[config.mk]
export PLATFORM = sky130hd
export DESIGN_NAME = stackram
export DESIGN_NICKNAME = d
export VERILOG_FILES = /design/src/rtl/stackram_pkg.sv /design/src/rtl/stackram.sv
export SDC_FILE = /design/constraint.sdc
export NUM_CORES = 1
export LEC_CHECK = 0
export CORE_UTILIZATION = 55
export DETAILED_ROUTE_END_ITERATION = 10
export PLACE_DENSITY = 0.78
export SLEW_MARGIN = 5
export SYNTH_ARGS = -nofsm -noshare
export SYNTH_HDL_FRONTEND = slang
export SYNTH_SLANG_ARGS = --single-unit
export TNS_END_PERCENT = 10
[constraint.sdc]
create_clock -name clk -period 4.6 [get_ports clk]
set_input_delay 0.92 -clock clk [delete_from_list [all_inputs] [get_ports clk]]
set_output_delay 0.92 -clock clk [all_outputs]
set_load 0.02 [all_outputs]
[src/rtl/stackram_pkg.sv]
// Shared defaults for the stackram register-file stack.
package stackram_pkg;
   localparam int STACKRAM_DEP = 3;   // address width
   localparam int STACKRAM_L   = 16;  // data word width
endpackage

[src/rtl/stackram.sv]
// stackram: 2**dep x l flop-array stack memory with a combinational read port.
// The parent CPU computes sp/spdec; this block only stores and selects.
// Optional macro STACKRAM_BYPASS_EN forwards `in` to `out` while push=1
// (read path only; memory contents and write timing are unaffected).
module stackram
   import stackram_pkg::*;
#(
   parameter int dep = STACKRAM_DEP,
   parameter int l   = STACKRAM_L
) (
   input  logic [l-1:0]   in,
   input  logic           push,
   input  logic [dep-1:0] spdec,
   input  logic [dep-1:0] sp,
   input  logic           clk,
   output logic [l-1:0]   out,
   input  logic           reset
);

   localparam int DEPTH = 1 << dep;

   logic [DEPTH-1:0][l-1:0] mem;
   logic [dep-1:0]          spset;

   // Storage: synchronous clear wins over a simultaneous push.
   always_ff @(posedge clk) begin
      if (!reset) begin
         for (int i = 0; i < DEPTH; i++) mem[i] <= '0;
      end else if (push) begin
         mem[spdec] <= in;
      end
   end

   // Read select and combinational read data.
   always_comb begin
      spset = push ? spdec : sp;
`ifdef STACKRAM_BYPASS_EN
      out = push ? in : mem[spset];
`else
      out = mem[spset];
`endif
   end

endmodule

# Word-level counts from Yosys, hierarchy flattened
# Cells that the tools add are included.
word_totals:
  reg_bits: 128
  input_bits: 25
  out_inout_bits: 16
  elab_cells: 18
op_classes:
  order_cmp: 3
  muxes: 6
  n_reduce_logical: 1
ops:
  columns: ["operator", "count"]
  rows:
  - ["$bwmux W128", 1]
  - ["$bmux W16 S3", 1]
  - ["$demux W16 S3", 1]
  - ["$mux W16", 2]
  - ["$lt A3 B4 Y1 const B", 2]
  - ["$ge A3 B1 Y1 const B", 1]
  - ["$mux W3", 1]
  - ["$logic_and A1 B1 Y1", 1]

# Logic depth before layout (Yosys ltp)
# Gate-level depths: netlist of run 1.
logic_depth:
  word_depth: 5
  ltp_mapped: 7
  mapped_depth_nobuf: 4

# Worst setup path before layout of run 1
# No wires, ideal clock.
synth_path:
  path_kind: "in2out"
  from: "input port spdec[0]"
  to: "output port out[11]"
  arrival_time_ns: 2.080
  required_time_ns: 3.680
  setup_slack_ns: 1.600
  path_stages: 7
  n_path_buf: 3
  cell_sequence: "buf_2 > mux2i_1 > buf_6 > buf_2 > nand2_1 > a32oi_1 > and3_1"
synth_via:
  elab_chain_len: 3
synth_lines:
  columns: ["element", "line_no", "text"]
  rows:
  - ["start: declaration", "stackram.sv:13", "input logic [dep-1:0] spdec,"]
  - ["$mux W3", "stackram.sv:36", "spset = push ? spdec : sp;"]
  - ["$bmux W16 S3", "stackram.sv:40", "out = mem[spset];"]
  - ["$mux W16 (not written as such)", "stackram.sv:40", null]
  - ["end: declaration", "stackram.sv:16", "output logic [l-1:0] out,"]
# Every way passes these cells. The select of a mux whose other input is x is not followed.

# Worst setup path after layout of run 1
layout_path:
  from: "input port push"
  to: "output port out[10]"
layout_via:
  elab_chain_len: 3
layout_lines:
  columns: ["element", "line_no", "text"]
  rows:
  - ["start: declaration", "stackram.sv:12", "input logic push,"]
  - ["$mux W3", "stackram.sv:36", null]
  - ["$bmux W16 S3", "stackram.sv:40", null]
  - ["$mux W16 (not written as such)", "stackram.sv:40", null]
# Every way passes these cells. The select of a mux whose other input is x is not followed.

==> impl_metrics.py, run 1 <==
metrics = {
    "pwr": {
        "cellPowerDensity_nw_per_um2": 391.9,
        "ir_drop_mv": 0.2166,
        "leakagePower_nw": 2.307,
    },
    "placed_design": {
        "port_buffers": 40,
        "hpwlAfterDp_um": 10160,
        "placed_area_um2": 6401,
        "gp_congestion": 0.8396,
    },
    "sta": {
        "rsz0062_at_grt": "false",
        "hold_viol": 0,
        "slew_headroom": 0.2785,
        "max_freq_ghz": 0.2302,
        "whs_ns": 0.4525,
        "setup_violations": 0,
        "worst_pin_slew_ns": 1.079,
        "skew_ns": 0,
        "drv_slew": 0,
        "finalCritPeriodShare": 0.9445,
        "fin_crit_ns": 4.344,
        "tns_ns": 0,
    },
    "synthesis": {
        "yosysUniqueCellTypes": 29,
        "synth_top_family_by_area": "simple AND/OR/NAND/NOR gates",
        "synth_nets": 814,
        "async_reset_ff_frac": 0,
        "synth_compound_area_frac": 0.1882,
        "synth-edff-count": 0,
        "yosysSeqAreaShare": 0.4223,
        "avgSynthCellArea_um2": 7.691,
        "synth_xor_area_frac": 0,
        "yosys_warnings": 0,
        "yosys.area_share.adder": 0,
        "ys_ff_latch": 128,
        "synthMuxAreaShare": 0.02990,
        "synthFlopType": "dfxtp_1",
        "syn-cell-area_um2": 6068,
        "netlist_instances": 789,
        "synth_area_leader_cell": "dfxtp_1",
        "synth-simple-area-share": 0.2975,
        "synth_top_area_frac": 0.4223,
        "synth_area_leaders": "dfxtp_1 42%, nand2_1 22%, a21boi_0 13%, a21boi_1 3.2%, nand3_1 3.0%",
    },
    "worst_setup_path": {
        "cp_top_family": "buffers and inverters",
        "path_common_cell": "clkdlybuf4s50_1",
        "worstPathCellList": "clkdlybuf4s50_1 > nand2b_1 > o21ai_2 > buf_4 > a32oi_1 > and3_1 > clkdlybuf4s50_1",
        "crit_path_start_kind": "primary input",
        "worstRegToRegCells": 2,
        "arrival_ns": 3.42,
        "worst_setup_path_end_kind": "primary output",
        "crit_type": "primary input to primary output",
        "cp_max_fo": 9,
        "reg2reg_to": "mem[112]",
        "path_buf_inv": 3,
        "cpPeakStageDelay_ns": 0.55,
        "r2r_start": "mem[112]",
        "required_ns": 3.68,
        "r2r_slack_ns": 3.86,
        "slowest_stage": "clkdlybuf4s50_1",
    },
    "clock_tree": {
        "cts_buffers": 17,
        "cts_tree": "yes",
        "cts.path.max_buffers": 2,
        "cts.sinks": 128,
        "cts_hold_buf": 0,
        "htreeDepth": 4,
        "postCtsResizedCells": 0,
        "insertion_delay_ns": 0.51,
        "cts_root_buffer": "clkbuf_8",
        "post-cts-setup-buffers": 0,
        "path_clk_slew_ns": 0.06,
    },
    "die": {
        "core_um2": 10510,
        "io-pin-count": 41,
        "die_h_um": 107.0,
        "row_count": 37,
        "start_util": 0.5774,
        "die-area_um2": 11460,
        "dieWidth_um": 107.0,
    },
    "finish": {
        "layout_common_cells": "353 x nand2_1, 128 x dfxtp_1, 102 x a21boi_0",
        "drive_above_1_share": 0.07807,
        "area_growth_pct": 14.74,
        "nNetsFinal": 819,
        "largestRegisters": "mem: 128 flops",
        "final_area_um2": 6963,
        "antenna_cells": 0,
        "largest_register_ffs": 128,
        "layout_commonest_cell": "nand2_1",
        "largest_register": "mem",
    },
    "worst_hold_path": {
        "whs_endpoint": "mem[86]",
        "worst_hold_path.num_cells": 2,
        "hp-start": "mem[86]",
        "hp-class": "flip-flop to flip-flop",
    },
    "route": {
        "wl_per_cell_um": 18.19,
        "route.detailed.drc": 0,
        "firstDrtPassIters": 5,
        "drt_first_iter_violations": 372,
        "wl_um": 17150,
        "vias_per_cell": 5.852,
        "via_count": 5518,
        "ant_nets": 0,
    },
    "grt": {
        "overflow": 0,
        "antenna_found_initial": 0,
        "grt_busiest_layer": "met2",
        "grt_use_met3": 0.07295,
        "grt_usage": 0.3154,
        "grt.met2_usage": 0.5553,
        "met1_usage": 0.3602,
        "grt_pass1_vias": 5537,
        "grt_max_degree": 63,
        "grt_pass1_wl_um": 27370,
    },
    "outcome": {
        "status": "completed",
    },
    "flow_run": {
        "cap_violations": 0,
    },
}
-- tightest hold or removal path, delay by kind of cell (launching register included) --
family          cells  cell delay (ns)
flops               1             0.31
simple gates        1             0.05
compound gates      1             0.05
-- area by class of cell --
type / count / area, um2
Clock buffer: 19 / 431.7
Clock inverter: 13 / 130.1
Fill cell: 831 / 3546
Inverter: 1 / 3.754
Multi-Input combinational cell: 594 / 3142
Sequential cell: 128 / 2562
Tap cell: 136 / 170.2
Timing Repair Buffer: 52 / 523.0
-- power by group --
group          switching (mW)  leakage (nW)  internal [mW]
Sequential             0.0119          1.04           1.13
Combinational           0.190          1.01          0.125
Clock                   0.529         0.262          0.741
-- cells in the mapped netlist (3+ instances only) --
| cell | number |
|---|---|
| a21boi_0 | 102 |
| a21boi_1 | 26 |
| a32oi_1 | 16 |
| and3_1 | 16 |
| buf_2 | 19 |
| buf_4 | 19 |
| buf_6 | 4 |
| clkbuf_1 | 24 |
| dfxtp_1 | 128 |
| mux2i_1 | 17 |
| nand2_1 | 353 |
| nand2_2 | 3 |
| nand3_1 | 36 |
| nor2_2 | 3 |
| nor2_4 | 3 |
-- worst max path at each step --
stage                         from  endpoint  slack (ns)  cells past startpoint
final                         push   out[10]        0.26                      7
after global placement        push   out[10]        0.34                      7
after global routing          push   out[12]        0.21                      7
after detailed placement      push   out[10]        0.31                      7
after CTS                     push   out[10]        0.29                      7
after floorplan           spdec[0]   out[11]        1.60                      7
-- routing by layer --
layer	up-vias	routed length (um)
met5	-	0
met2	259	8674
met1	2627	6644
li1	2588	-
met4	0	472
met3	44	1363
-- kinds of logic (layout without fill, tap and decap cells) --
group | after synthesis | count (layout)
AND/OR/NAND/NOR | 428 | 428
AO/OA/AOI/OAI | 148 | 148
flip-flops | 128 | 128
buffers and inverters | 67 | 85
multiplexers | 18 | 18
-- through the flow --
stage | power, mW | util | cells | setup WS (ns)
after floorplan | 1.364 | - | 789 | 1.600
after global placement | 1.472 | 0.6091 | 911 | 0.3395
after detailed placement | 1.477 | 0.6091 | 911 | 0.3127
after CTS | 2.725 | 0.6626 | 943 | 0.2916
after global routing | 2.802 | 0.6626 | 943 | 0.2144
final | 2.729 | 0.6626 | 943 | 0.2555
No activity file was read; power rests on OpenSTA's default activity.
==> run 2, diff against run 1 <==
--- a/config.mk
+++ b/config.mk
@@ -5,9 +5,10 @@
 export SDC_FILE = /design/constraint.sdc
 export NUM_CORES = 1
 export LEC_CHECK = 0
-export CORE_UTILIZATION = 55
+export CORE_ASPECT_RATIO = 1.5
+export CORE_UTILIZATION = 53
 export DETAILED_ROUTE_END_ITERATION = 10
-export PLACE_DENSITY = 0.78
+export PLACE_DENSITY = 0.79
 export SLEW_MARGIN = 5
 export SYNTH_ARGS = -nofsm -noshare
 export SYNTH_HDL_FRONTEND = slang
==> constraint.sdc (replaced) <==
create_clock -name clk -period 3.5 [get_ports clk]
set_input_delay 0.7 -clock clk [delete_from_list [all_inputs] [get_ports clk]]
set_output_delay 0.7 -clock clk [all_outputs]
set_load 0.02 [all_outputs]
==> impl_metrics.py, run 2 (synthesis gave the netlist of run 1 again) <==
metrics = {
    "worst_hold_path": {
        "hp-class": "flip-flop to flip-flop",
        "worst_hold_path.num_cells": 2,
        "hp-start": "mem[1]",
    },
    "flow_run": {
        "cap_violations": 0,
    },
    "sta": {
        "slew_headroom": 0.3193,
        "hold_viol": 0,
        "skew_ns": 0,
        "rsz0062_at_grt": "false",
        "drv_slew": 0,
        "fin_crit_ns": 3.328,
        "max_freq_ghz": 0.3005,
        "setup_violations": 0,
        "setup_slack_ns": 0.1722,
        "finalCritPeriodShare": 0.9508,
        "worst_pin_slew_ns": 1.021,
    },
    "route": {
        "route.detailed.drc": 0,
        "vias_per_cell": 5.811,
        "dr.max_layer_used": "met4",
        "wl_met1_um": 6574,
        "wl_met2_um": 8776,
        "wl_per_cell_um": 18.05,
        "routed-wl-met3_um": 1287,
        "firstDrtPassIters": 5,
        "ant_nets": 0,
        "drt_first_iter_violations": 441,
        "wl_um": 17570,
        "via_count": 5654,
    },
    "finish": {
        "largest_register": "mem",
        "drive_above_1_share": 0.09806,
        "multi_input_area_um2": 3148,
        "seqCellArea_um2": 2562,
        "final_area_um2": 7247,
        "fin_cells": 973,
        "area_growth_pct": 19.42,
        "nFillCells": 891,
        "layout_commonest_cell": "nand2_1",
        "postLayoutCoreUtil": 0.6520,
        "antenna_cells": 0,
        "largest_register_ffs": 128,
        "layout_common_cells": "353 x nand2_1, 128 x dfxtp_1, 102 x a21boi_0",
        "nNetsFinal": 841,
        "largestRegisters": "mem: 128 flops",
    },
    "grt": {
        "grt_pass1_vias": 5658,
        "grt_pass1_wl_um": 28250,
        "grt_usage": 0.3173,
        "overflow": 0,
        "grt_max_degree": 129,
        "antenna_found_initial": 0,
    },
    "worst_setup_path": {
        "r2r_start": "mem[89]",
        "cp_max_fo": 19,
        "crit_type": "primary input to primary output",
        "worstRegToRegCells": 2,
        "worst_setup_path_end_kind": "primary output",
        "required_ns": 2.80,
        "crit_path_start_kind": "primary input",
        "startpoint": "spdec[0]",
        "arrival_ns": 2.63,
    },
    "die": {
        "die_h_um": 133.1,
        "dieWidth_um": 89.37,
        "io-pin-count": 41,
        "row_count": 47,
        "start_util": 0.5460,
        "core_um2": 11110,
        "die-area_um2": 11890,
    },
    "clock_tree": {
        "post-cts-setup-buffers": 0,
        "cts.sinks": 128,
        "path_clk_slew_ns": 0.05,
        "insertion_delay_ns": 0.41,
        "cts_root_buffer": "clkbuf_16",
        "cts.path.max_buffers": 2,
        "cts_buffers": 17,
        "cts_tree": "yes",
        "cts_hold_buf": 0,
        "htreeDepth": 4,
    },
    "pwr": {
        "leakagePower_nw": 2.596,
        "cellPowerDensity_nw_per_um2": 510.3,
        "ir_drop_mv": 0.3701,
    },
    "placed_design": {
        "pre_cts_ws_ns": -0.2492,
        "placed_area_um2": 6643,
        "port_buffers": 40,
        "hpwlAfterDp_um": 11370,
        "gp_congestion": 0.8881,
        "dpl.cell_count": 944,
    },
    "outcome": {
        "status": "completed",
    },
}
[run 2: final cells by class]
class / instances / area share
Timing Repair Buffer: 74 / 0.1065
Clock buffer: 23 / 0.06457
Multi-Input combinational cell: 594 / 0.4344
Clock inverter: 6 / 0.01502
Inverter: 1 / 0.0005180
Sequential cell: 128 / 0.3536
Tap cell: 147 / 0.02538
[run 2: power by group]
part	switching (mW)	leakage, nW	internal [mW]
Combinational	0.254	1.28	0.184
Sequential	0.0167	1.04	1.49
Clock	0.611	0.283	1.14
[run 2: path summary, 6_finish.rpt]
| path | end | slack (ns) |
|---|---|---|
| hold / removal | mem[1] | 0.46 |
| hold reg to reg | mem[1] | 0.46 |
| setup / recovery | out[11] | 0.17 |
| setup reg to reg | mem[89] | 2.77 |
[run 2: what timing repair did]
item                                    CTS  global route
gates resized for setup                   9            13
pin swaps                                 0             0
endpoints found under the setup margin   16            10
gates cloned                              0             0
[run 2: critical path: stages]
cell             delay, ns
clkdlybuf4s50_1       0.49
mux2i_4               0.24
buf_12                0.21
buf_4                 0.14
mux2i_1               0.24
a32oi_1               0.07
and3_1                0.19
dlygate4sd2_1         0.33
[run 2: metal layers]
| metal | vias to the layer above | global-route usage |
|---|---|---|
| met4 | 0 | 0.1861 |
| met2 | 283 | 0.5242 |
| met3 | 76 | 0.06488 |
| met1 | 2661 | 0.3708 |
| met5 | - | 0 |
| li1 | 2634 | - |
[run 2: metrics by stage]
stage	TNS [ns]	power, mW	hold WS [ns]
5_1_grt	0	3.795	0.4758
4_1_cts	-0.01804	3.693	0.4569
6_report	0	3.698	0.4571
2_1_floorplan	0	1.793	0.4344
3_5_place_dp	-3.013	1.973	0.4497
3_3_place_gp	-2.497	1.964	0.4420
==> run 3, diff against run 2 <==
--- a/config.mk
+++ b/config.mk
@@ -9,6 +9,7 @@
 export CORE_UTILIZATION = 53
 export DETAILED_ROUTE_END_ITERATION = 10
 export PLACE_DENSITY = 0.79
+export REMOVE_ABC_BUFFERS = 1
 export SLEW_MARGIN = 5
 export SYNTH_ARGS = -nofsm -noshare
 export SYNTH_HDL_FRONTEND = slang
==> impl_metrics.py, run 3 (synthesis gave the netlist of run 1 again) <==
metrics = {
    "pwr": {
        "clockPowerShare": 0.482,
        "switching_share": 0.2332,
        "seqPwrFrac": 0.406,
        "p_int_mw": 2.844,
        "p_comb_frac": 0.112,
        "ir_drop_mv": 0.3393,
        "cellPowerDensity_nw_per_um2": 515.6,
        "power.total_mw": 3.709,
        "leakagePower_nw": 2.532,
        "switching_power_mw": 0.8650,
    },
    "finish": {
        "layout_common_cells": "353 x nand2_1, 128 x dfxtp_1, 102 x a21boi_0",
        "largest_register": "mem",
        "drive_above_1_share": 0.09466,
        "layout_commonest_cell": "nand2_1",
        "largestRegisters": "mem: 128 flops",
        "nNetsFinal": 838,
        "largest_register_ffs": 128,
        "antenna_cells": 0,
        "nFillCells": 900,
        "fin_cells": 971,
        "postLayoutCoreUtil": 0.6472,
        "area_growth_pct": 18.54,
    },
    "worst_setup_path": {
        "path_buf_inv": 4,
        "cp_top_family": "buffers and inverters",
        "crit_type": "primary input to primary output",
        "path_common_cell": "buf_4",
        "cp_max_fo": 8,
        "required_ns": 2.80,
        "slowest_stage": "clkdlybuf4s50_1",
        "arrival_ns": 2.53,
        "cpPeakStageDelay_ns": 0.52,
        "crit_path_start_kind": "primary input",
        "worst_setup_path_end_kind": "primary output",
        "worstPathCellList": "clkdlybuf4s50_1 > buf_4 > nand3_1 > o21ai_2 > buf_4 > a32oi_1 > and3_1 > dlygate4sd2_1",
    },
    "grt": {
        "grt_pass1_wl_um": 27260,
        "overflow": 0,
        "antenna_found_initial": 0,
        "grt.met2_usage": 0.5013,
        "grt_busiest_layer": "met2",
        "grt_max_degree": 129,
        "grt_use_met3": 0.07735,
        "met1_usage": 0.3642,
        "grt_usage": 0.3062,
        "grt_pass1_vias": 5549,
    },
    "route": {
        "vias_per_cell": 5.857,
        "wl_per_cell_um": 17.71,
        "wl_um": 17200,
        "via_count": 5687,
        "drt_first_iter_violations": 518,
        "firstDrtPassIters": 5,
        "ant_nets": 0,
        "route.detailed.drc": 0,
    },
    "die": {
        "die_h_um": 133.1,
        "row_count": 47,
        "dieWidth_um": 89.37,
        "start_util": 0.5460,
        "io-pin-count": 41,
        "die-area_um2": 11890,
        "core_um2": 11110,
    },
    "clock_tree": {
        "cts.sinks": 128,
        "cts_buffers": 17,
        "insertion_delay_ns": 0.41,
        "cts_root_buffer": "clkbuf_16",
        "post-cts-setup-buffers": 0,
        "htreeDepth": 4,
        "cts.path.max_buffers": 2,
        "cts_hold_buf": 0,
        "path_clk_slew_ns": 0.05,
        "cts_tree": "yes",
    },
    "sta": {
        "max_freq_ghz": 0.3100,
        "fin_crit_ns": 3.225,
        "setup_violations": 0,
        "skew_ns": 0,
        "slew_headroom": 0.2842,
        "rsz0062_at_grt": "false",
        "drv_slew": 0,
        "worst_pin_slew_ns": 1.071,
        "hold_viol": 0,
        "whs_ns": 0.4561,
        "finalCritPeriodShare": 0.9215,
    },
    "outcome": {
        "status": "completed",
    },
    "placed_design": {
        "hpwlAfterDp_um": 10020,
        "gp_congestion": 0.8112,
        "dpl.cell_count": 941,
        "port_buffers": 40,
    },
    "flow_run": {
        "cap_violations": 0,
    },
    "worst_hold_path": {
        "hp-class": "flip-flop to flip-flop",
    },
}
## run 3: area by class of cell
class	instances	area, um2	area share
Tap cell	147	183.9	0.02557
Multi-Input combinational cell	594	3142	0.4368
Timing Repair Buffer	71	704.4	0.09793
Inverter	1	3.754	0.0005218
Sequential cell	128	2562	0.3562
Clock buffer	24	491.7	0.06836
Clock inverter	6	105.1	0.01461
## run 3: power by group through the flow
stage          Sequential (mW)  Combinational, mW  Clock [mW]
2_1_floorplan             1.53              0.199           0
3_3_place_gp              1.53              0.415           0
3_5_place_dp              1.54              0.423           0
4_1_cts                   1.51              0.412        1.80
5_1_grt                   1.51              0.440        1.87
6_report                  1.51              0.416        1.79
## run 3: metal layers
layer | part of all wire | routed length [um]
met5 | 0 | 0
met4 | 0.041 | 712
met3 | 0.074 | 1268
met2 | 0.50 | 8656
met1 | 0.38 | 6562
## run 3: worst register-to-register path: cells and delay by family, from the launching register on
family / cells / cell delay (ns)
flops: 1 / 0.36
compound gates: 1 / 0.26
simple gates: 1 / 0.07
## run 3: worst paths after layout
check | slack, ns | end | start | cells past startpoint
worst min-delay path | 0.46 | mem[86] | mem[86] | 2
worst max register to register | 2.72 | mem[51] | mem[51] | 2
worst max-delay path | 0.27 | out[15] | spdec[2] | 8
worst min register to register | 0.46 | mem[86] | mem[86] | 2
## run 3: what timing repair did
action,CTS,global route
setup endpoints to repair,16,7
pin swaps,0,0
gates resized for setup,12,6
## run 3: stage by stage
step           TNS [ns]  setup WS [ns]  instance area (um2)
6_report              0         0.2746                 7193
5_1_grt               0         0.2014                 7193
4_1_cts         -0.6088        -0.1754                 7177
3_5_place_dp     -2.214        -0.1856                 6595
3_3_place_gp     -1.867        -0.1961                 6595
2_1_floorplan    -26.26         -1.647                 5695
